## src/rtl/fwd_hazard_if.sv

```systemverilog
// Bundle of EX-stage, result-stage and forwarding signals for fwd_hazard_unit.
// Counter outputs exist only when FWD_HAZARD_STATS_EN is defined.
interface fwd_hazard_if #(
  parameter int XLEN  = 32,
  parameter int AW    = 5,
  parameter int NSRC  = 2,
  parameter int DEPTH = 2
);
  logic                    ex_valid;
  logic [NSRC*AW-1:0]      ex_rs;
  logic [AW-1:0]           ex_rd;
  logic                    ex_we;
  logic                    ex_is_load;
  logic [NSRC*XLEN-1:0]    ex_opnd;
  logic [DEPTH*XLEN-1:0]   stg_data;
  logic                    flush;
  logic [NSRC*XLEN-1:0]    fwd_opnd;
  logic [NSRC-1:0]         fwd_hit;
  logic                    stall;
`ifdef FWD_HAZARD_STATS_EN
  logic [31:0]             fwd_cnt;
  logic [31:0]             stall_cnt;
`endif

  modport master (
    output ex_valid, ex_rs, ex_rd, ex_we, ex_is_load, ex_opnd, stg_data, flush,
    input  fwd_opnd, fwd_hit, stall
`ifdef FWD_HAZARD_STATS_EN
    , input fwd_cnt, stall_cnt
`endif
  );

  modport slave (
    input  ex_valid, ex_rs, ex_rd, ex_we, ex_is_load, ex_opnd, stg_data, flush,
    output fwd_opnd, fwd_hit, stall
`ifdef FWD_HAZARD_STATS_EN
    , output fwd_cnt, stall_cnt
`endif
  );
endinterface

```

## src/rtl/fwd_hazard_unit.sv

```systemverilog
// Operand forwarding and load-use stall detection over a DEPTH-stage tag pipeline.
// Define FWD_HAZARD_STATS_EN to add saturating forward/stall event counters.
module fwd_hazard_unit #(
  parameter int XLEN  = 32,
  parameter int AW    = 5,
  parameter int NSRC  = 2,
  parameter int DEPTH = 2
) (
  input  logic         clk,
  input  logic         rst_n,
  fwd_hazard_if.slave  bus
);

  logic [DEPTH:1] tag_valid;
  logic [DEPTH:1] tag_we;
  logic [DEPTH:1] tag_load;
  logic [AW-1:0]  tag_rd [1:DEPTH];

  logic [NSRC-1:0] load_hit;
  logic [AW-1:0]   rs;

  // Scan oldest to youngest so the lowest-numbered matching stage wins.
  always_comb begin
    bus.fwd_opnd = bus.ex_opnd;
    bus.fwd_hit  = '0;
    load_hit     = '0;
    rs           = '0;
    for (int i = 0; i < NSRC; i++) begin
      rs = bus.ex_rs[i*AW +: AW];
      if (rs == '0) begin
        bus.fwd_opnd[i*XLEN +: XLEN] = '0;
      end else begin
        for (int k = DEPTH; k >= 1; k--) begin
          if (tag_valid[k] && tag_we[k] && (tag_rd[k] == rs)) begin
            bus.fwd_opnd[i*XLEN +: XLEN] = bus.stg_data[(k-1)*XLEN +: XLEN];
            bus.fwd_hit[i]               = 1'b1;
            load_hit[i]                  = (k == 1) && tag_load[1];
          end
        end
      end
    end
  end

  assign bus.stall = bus.ex_valid & ~bus.flush & (|load_hit);

  // A stalled or flushed EX instruction enters the pipeline as a bubble.
  always_ff @(posedge clk or negedge rst_n) begin
    if (!rst_n) begin
      tag_valid <= '0;
      tag_we    <= '0;
      tag_load  <= '0;
      for (int k = 1; k <= DEPTH; k++) tag_rd[k] <= '0;
    end else begin
      tag_valid[DEPTH:2] <= tag_valid[DEPTH-1:1];
      tag_we[DEPTH:2]    <= tag_we[DEPTH-1:1];
      tag_load[DEPTH:2]  <= tag_load[DEPTH-1:1];
      for (int k = 2; k <= DEPTH; k++) tag_rd[k] <= tag_rd[k-1];
      tag_valid[1] <= bus.ex_valid & ~bus.flush & ~bus.stall;
      tag_we[1]    <= bus.ex_we;
      tag_load[1]  <= bus.ex_is_load;
      tag_rd[1]    <= bus.ex_rd;
    end
  end

`ifdef FWD_HAZARD_STATS_EN
  logic [31:0] fwd_cnt_q;
  logic [31:0] stall_cnt_q;
  logic [2:0]  hit_pop;
  logic [32:0] fwd_sum;

  always_comb begin
    hit_pop = '0;
    for (int i = 0; i < NSRC; i++) hit_pop = hit_pop + 3'(bus.fwd_hit[i]);
  end

  assign fwd_sum = {1'b0, fwd_cnt_q} + 33'(hit_pop);

  // Forwards count only for instructions that actually leave EX this cycle.
  always_ff @(posedge clk or negedge rst_n) begin
    if (!rst_n) begin
      fwd_cnt_q   <= '0;
      stall_cnt_q <= '0;
    end else begin
      if (bus.ex_valid && !bus.stall && !bus.flush)
        fwd_cnt_q <= fwd_sum[32] ? 32'hFFFF_FFFF : fwd_sum[31:0];
      if (bus.stall && (stall_cnt_q != 32'hFFFF_FFFF))
        stall_cnt_q <= stall_cnt_q + 32'd1;
    end
  end

  assign bus.fwd_cnt   = fwd_cnt_q;
  assign bus.stall_cnt = stall_cnt_q;
`endif

endmodule

```

## src/flat_wrapper.sv

```systemverilog
// flat-port wrapper written by rule: the top's interface ports become plain ports
module fwd_hazard_unit_flat 
#(
  parameter int XLEN  = 32,
  parameter int AW    = 5,
  parameter int NSRC  = 2,
  parameter int DEPTH = 2
)
  (clk, rst_n, bus_ex_valid, bus_ex_rs, bus_ex_rd, bus_ex_we, bus_ex_is_load, bus_ex_opnd, bus_stg_data, bus_flush, bus_fwd_opnd, bus_fwd_hit, bus_stall);
  fwd_hazard_if #(.XLEN(XLEN), .AW(AW), .NSRC(NSRC), .DEPTH(DEPTH)) bus_i ();
  input  logic clk;
  input  logic rst_n;
  input wire logic [$bits(bus_i.ex_valid)-1:0] bus_ex_valid;
  input wire logic [$bits(bus_i.ex_rs)-1:0] bus_ex_rs;
  input wire logic [$bits(bus_i.ex_rd)-1:0] bus_ex_rd;
  input wire logic [$bits(bus_i.ex_we)-1:0] bus_ex_we;
  input wire logic [$bits(bus_i.ex_is_load)-1:0] bus_ex_is_load;
  input wire logic [$bits(bus_i.ex_opnd)-1:0] bus_ex_opnd;
  input wire logic [$bits(bus_i.stg_data)-1:0] bus_stg_data;
  input wire logic [$bits(bus_i.flush)-1:0] bus_flush;
  output wire logic [$bits(bus_i.fwd_opnd)-1:0] bus_fwd_opnd;
  output wire logic [$bits(bus_i.fwd_hit)-1:0] bus_fwd_hit;
  output wire logic [$bits(bus_i.stall)-1:0] bus_stall;
  assign bus_i.ex_valid = bus_ex_valid;
  assign bus_i.ex_rs = bus_ex_rs;
  assign bus_i.ex_rd = bus_ex_rd;
  assign bus_i.ex_we = bus_ex_we;
  assign bus_i.ex_is_load = bus_ex_is_load;
  assign bus_i.ex_opnd = bus_ex_opnd;
  assign bus_i.stg_data = bus_stg_data;
  assign bus_i.flush = bus_flush;
  assign bus_fwd_opnd = bus_i.fwd_opnd;
  assign bus_fwd_hit = bus_i.fwd_hit;
  assign bus_stall = bus_i.stall;
  fwd_hazard_unit #(.XLEN(XLEN), .AW(AW), .NSRC(NSRC), .DEPTH(DEPTH)) u_core (.clk(clk), .rst_n(rst_n), .bus(bus_i));
endmodule
```

## config.mk

```make
export PLATFORM = sky130hd
export DESIGN_NAME = fwd_hazard_unit_flat
export DESIGN_NICKNAME = d
export VERILOG_FILES = /design/src/rtl/fwd_hazard_if.sv /design/src/rtl/fwd_hazard_unit.sv /design/src/flat_wrapper.sv
export SDC_FILE = /design/constraint.sdc
export NUM_CORES = 1
export LEC_CHECK = 0
export ABC_CLOCK_PERIOD_IN_PS = 3400
export CORE_ASPECT_RATIO = 1.4
export CORE_UTILIZATION = 37
export DETAILED_ROUTE_END_ITERATION = 16
export GPL_TIMING_DRIVEN = 1
export PLACE_DENSITY = 0.89
export SYNTH_ARGS = -nofsm -noshare
export SYNTH_HDL_FRONTEND = slang
export SYNTH_SLANG_ARGS = --single-unit
```

## constraint.sdc

```tcl
create_clock -name clk -period 3.4 [get_ports clk]
set_input_delay 0.85 -clock clk [delete_from_list [all_inputs] [get_ports clk]]
set_output_delay 0.85 -clock clk [all_outputs]
set_load 0.02 [all_outputs]
```

# Word level (Yosys, flattened, before mapping)
# Cells that the tools add are included.
[word_totals]
reg_bits = 15
input_bits = 149
out_inout_bits = 67
word_cells = 39
[classes]
eq_ne = 4
n_mux = 16
bitwise = 5
reduce_logical = 9
[op_table]
columns = ["cell", "count"]
rows = [
  ["$mux 32", 6],
  ["$eq 5x5->1", 4],
  ["$logic_not 5->1", 2],
  ["$mux 1", 10],
  ["$logic_and 1x1->1", 6],
  ["$and 1x1->1", 3],
  ["$not 1->1", 2],
  ["$reduce_or 2->1", 1],
]

# Depth between registers and ports, before layout
[depth]
depth_word = 8
mapped_depth = 6
mapped_depth_nobuf = 4

# Least setup slack after synthesis
# OpenSTA, ideal clock, no wires.
[synth_path]
kind = "input -> output"
from = "input port bus_ex_rs[4]"
to = "output port bus_fwd_opnd[20]"
arrival_ps = 2401
required_time_ps = 2550
setup_slack_ps = 149
stages = 5
n_path_buf = 1
path_cell_list = "xnor2_1 > nand4_2 > clkbuf_2 > or3_1 > a311oi_1"
[synth_via]
elab_chain_cells = 5
word_cells_on_any_way = 8
cone_classes = "2 x eq/ne; 3 x mux; 3 x reduce/logical"
[synth_rtl]
columns = ["item", "line", "text"]
rows = [
  ["from (decl)", "flat_wrapper.sv:14", "input wire logic [$bits(bus_i.ex_rs)-1:0] bus_ex_rs;"],
  ["$eq 5x5->1", "fwd_hazard_unit.sv:34", "if (tag_valid[k] && tag_we[k] && (tag_rd[k] == rs)) begin"],
  ["$logic_and 1x1->1", "fwd_hazard_unit.sv:34", ""],
  ["$mux 32 (2 in series)", "fwd_hazard_unit.sv:34", ""],
  ["$mux 32 (*)", "fwd_hazard_unit.sv:30", "if (rs == '0) begin"],
  ["to (decl)", "flat_wrapper.sv:21", "output wire logic [$bits(bus_i.fwd_opnd)-1:0] bus_fwd_opnd;"],
]
# Mark *: on every way between the ends. The rest lies on a longest branch, timed or not.

# Worst setup path in the final report
[layout_path]
from = "input port bus_ex_rs[1]"
to = "output port bus_stall"
[layout_via]
elab_chain_cells = 6
word_cells_on_any_way = 7
cone_classes = "1 x eq/ne; 2 x mux; 1 x bitwise; 3 x reduce/logical"
[layout_rtl]
columns = ["item", "line", "text"]
rows = [
  ["$eq 5x5->1", "fwd_hazard_unit.sv:34", ""],
  ["$logic_and 1x1->1", "fwd_hazard_unit.sv:34", ""],
  ["$mux 1", "fwd_hazard_unit.sv:34", ""],
  ["$mux 1 (*)", "fwd_hazard_unit.sv:30", ""],
  ["$reduce_or 2->1 (*)", "fwd_hazard_unit.sv:44", "assign bus.stall = bus.ex_valid & ~bus.flush & (|load_hit);"],
  ["$and 1x1->1 (*)", "fwd_hazard_unit.sv:44", ""],
  ["to (decl)", "flat_wrapper.sv:23", "output wire logic [$bits(bus_i.stall)-1:0] bus_stall;"],
]
# Marked as above.

==> impl_metrics.csv <==
group,metric,value,unit
sta,timing.final.crit_share,106,%
worst_setup_path,slowest_stage_cell_on_the_critical_path,"sky130_fd_sc_hd__xnor2_1",
worst_setup_path,timing.critical_path.fanout_max,3,
sta,layout_min_cycle_time,3.61,ns
route,final_antenna_net_count,0,
sta,rsz0062_at_grt,"true",
layout,num_antenna_cells,0,
worst_setup_path,setup.worst_path.end_class,"primary output",
die,placement_rows,36,
sta,worst_clock_skew,0.00471,ns
worst_setup_path,path_common_cell,"sky130_fd_sc_hd__buf_6",
sta,setup_viol,38,
die,design.portCount,216,
sta,postLayoutSetupSlackWorst,-0.214,ns
worst_setup_path,path_cells,"buf_2, xnor2_1, nand4_1, buf_4, buf_6, nor4b_4, o211a_1, buf_6",
synthesis,netlist.top_cell.by_area,"sky130_fd_sc_hd__a311oi_1",
clock_tree,cts_inserted_buffers,3,
synthesis,sequential_share_of_the_synthesized_area,14.0,%
clock_tree,clkTransAtPathRegs,0.06,ns
route,postRouteWirelength,17700,um
worst_setup_path,critical_path_arrival,2.76,ns
grt,gr-usage-all-layers,42.3,%
clock_tree,worstSkewPairLatency,0.25,ns
power_and_ir_drop,power_per_cell_area,174,nW/um^2
synthesis,ys_ff_latch,15,
placed_design,port_buffers,215,
synthesis,synth-async-reset-ratio,100,%
sta,hold-worst-slack,0.420,ns
layout,num-nets-final,786,
die,fp.dieArea,7610,sq um
run,drv.max_cap_violation_count,0,
grt,vias_in_the_first_global_route,4865,
clock_tree,clk_root_buffer_cell,"sky130_fd_sc_hd__clkbuf_8",
route,detail_route.drc_violations,0,
layout,syn2layout_area_growth,126,%
grt,grt_max_degree,47,
grt,grt_pass1_wl,24700,um
clock_tree,cts.sinks,15,
layout,post_route_cells_drive_above_1_share,37.7,%
clock_tree,h-tree-depth,1,
synthesis,syn_area_per_cell,6.78,sq um
run_status,failed_checks,"setup timing",
sta,maxSlewViolCount,0,
die,die_h,103,um
placed_design,sum_of_net_half_perimeters_after_detailed_placement,10500,um
clock_tree,ctsHoldBuffers,0,
sta,max-slew-margin-rel,54.9,%
clock_tree,tritoncts,"yes",
worst_setup_path,timing.critical_path.required,2.55,ns
placed_design,dpl.cell_count,699,
worst_setup_path,cpPeakStageDelay,0.35,ns
min_path,worstHoldPathType,"reg2reg",
worst_setup_path,setup.worst_path.class,"in2out",
die,floorplan.initialDensity,38.5,%
route,wl_per_cell,24.2,um
sta,max_clock_freq,0.277,GHz
synthesis,postSynthNetCount,545,
synthesis,synth_top_area_share,19.2,%
route,avgViaCountPerCell,6.76,
worst_setup_path,critPathBufInv,4,
synthesis,synth.yosys.warnings,0,
placed_design,globalplace.congestion,0.938,
worst_setup_path,worst_setup_path_start_kind,"input pin",
route,route.vias.total,4940,
grt,grt.overflow.total,0,
run_status,outcome,"finished with violations",
placed_design,detailedPlace.worstSlack,-0.873,ns
synthesis,netlist_top_cells_area,"sky130_fd_sc_hd__a311oi_1 (19%), sky130_fd_sc_hd__dfrtp_1 (14%), sky130_fd_sc_hd__nor3_1 (12%)",
layout,layout.filler_cells,342,
synthesis,syn_inst,396,
power_and_ir_drop,ir_worst_vdd,0.000386,V
sta,report.final.hold_viol_count,0,
sta,worst_slew_pin_slew,0.675,ns
die,placeableCoreArea,6980,sq um
synthesis,synth_cell_type_count,25,
synthesis,synth_top_flop_cell,"sky130_fd_sc_hd__dfrtp_1",
worst_setup_path,critical-path-top-delay-family,"simple AND/OR/NAND/NOR gates",
grt,grt_antenna_before_repair,0,
die,die_width,74.0,um
route,dr.pass1.iters,6,
synthesis,synth_enable_flop_cells,0,
route,first_iter_violations,684,
clock_tree,clockBufferDepth,2,
power_and_ir_drop,total_leakage_power,0.00212,uW
layout,final-instance-count-excl-fill,731,
synthesis,synth.cell_area,2690,sq um
layout by cell type, fill, tap and decap left out, drive strengths merged:
| cell type | Yosys | final |
|---|---|---|
| or3 | 44 | 44 |
| clkdlybuf4s15 | 0 | 2 |
| o21ai | 64 | 64 |
| nor2 | 2 | 2 |
| nand2 | 24 | 24 |
| nand4 | 24 | 24 |
| inv | 1 | 1 |
| clkdlybuf4s50 | 0 | 138 |
| clkinvlp | 0 | 1 |
| xor2 | 2 | 2 |
| dfrtp | 15 | 15 |
| xnor2 | 20 | 20 |
| nor4b | 3 | 3 |
| a311oi | 64 | 64 |
| nand3 | 4 | 4 |
| and2 | 1 | 1 |
| and4 | 2 | 2 |
| bufbuf | 0 | 3 |
| clkbuf | 44 | 6 |
| a21oi | 2 | 2 |
| buf | 11 | 145 |
| or4 | 2 | 2 |
| nor3 | 64 | 64 |
| or2 | 2 | 2 |
| o211a | 1 | 1 |
per-layer routing:
| metal | wire [um] | global-route usage (%) |
|---|---|---|
| met5 | 0 | 0 |
| met2 | 8450 | 72.9 |
| met3 | 1850 | 9.19 |
| met4 | 1490 | 27.5 |
| met1 | 5880 | 46.1 |
flip-flops by register name, summed over array words and instances (netlist names):
| signal | cells |
|---|---|
| u_core.tag_load | 1 |
| u_core.tag_rd | 10 |
| u_core.tag_valid | 2 |
| u_core.tag_we | 2 |
cells in the mapped netlist (2+ instances only):
cell type,number
sky130_fd_sc_hd__nor3_1,64
sky130_fd_sc_hd__o21ai_0,64
sky130_fd_sc_hd__a311oi_1,59
sky130_fd_sc_hd__or3_1,44
sky130_fd_sc_hd__clkbuf_1,40
sky130_fd_sc_hd__nand2_1,24
sky130_fd_sc_hd__nand4_1,22
sky130_fd_sc_hd__xnor2_1,20
sky130_fd_sc_hd__dfrtp_1,15
sky130_fd_sc_hd__buf_2,11
sky130_fd_sc_hd__a311oi_2,5
sky130_fd_sc_hd__clkbuf_2,4
sky130_fd_sc_hd__nand3_1,4
sky130_fd_sc_hd__nor4b_1,3
sky130_fd_sc_hd__a21oi_1,2
sky130_fd_sc_hd__and4_1,2
sky130_fd_sc_hd__nand4_2,2
sky130_fd_sc_hd__or2_1,2
sky130_fd_sc_hd__or4_1,2
sky130_fd_sc_hd__xor2_1,2
worst reg2reg max path: cells and delay by family (launching register included):
family        cells  cell delay (ns)
simple gates      3             0.81
flops             1             0.48
xor+xnor          1             0.39
buf+inv           2             0.36
layout make-up:
cell class,count,area (sq um),area share [%]
well taps,95,119,1.96
inverters,1,3.75,0.0618
clock inverters,1,7.51,0.124
clock buffers,3,41.3,0.679
flip-flops and latches,15,375,6.18
multi-input cells,325,2690,44.3
repair buffers,291,2840,46.7
timing repair:
item | 4_1_cts | 5_1_grt
buffers inserted | 14 | 5
endpoints found under the setup margin | 67 | 59
resized for setup | 456 | 67
cloned | 9 | 0
pin swaps | 45 | 20
report_power, final:
part | internal [uW] | switching, uW | leakage [uW]
Clock | 82.4 | 66.4 | 0.0000217
Sequential | 188 | 16.8 | 0.000177
Combinational | 372 | 332 | 0.00192
Total | 642 | 415 | 0.00212
worst paths after layout:
kind                             startpoint  cells past startpoint  slack, ns                  end
min in group asynchronous             rst_n                      1       1.01     u_core.tag_rd[6]
max                            bus_ex_rs[1]                      8      -0.21            bus_stall
max in group asynchronous             rst_n                      1       1.96     u_core.tag_rd[1]
min                        u_core.tag_we[1]                      0       0.42     u_core.tag_we[2]
max reg2reg                u_core.tag_rd[6]                      6       1.23  u_core.tag_valid[1]
min reg2reg                u_core.tag_we[1]                      0       0.42     u_core.tag_we[2]
cells by family after synthesis:
| kind of cell | synth area share, % |
|---|---|
| buffers and inverters | 8.53 |
| and+or+nand+nor | 35.6 |
| AOI/OAI and AO/OA | 34.7 |
| xor gates and xnor gates | 7.18 |
| DFF | 14.0 |
per-stage QoR:
stage	power (uW)	TNS (ns)	area, sq um	util [%]
global placement	786	-44.74	5240	75.1
finish	1060	-5.28	6080	87.1
global route	1090	-7.27	6080	87.1
CTS	982	-0.00511	5750	82.3
detailed placement	798	-49.47	5240	75.1
floorplan	418	0	2690	-
Power figures use the tool's default switching activity.
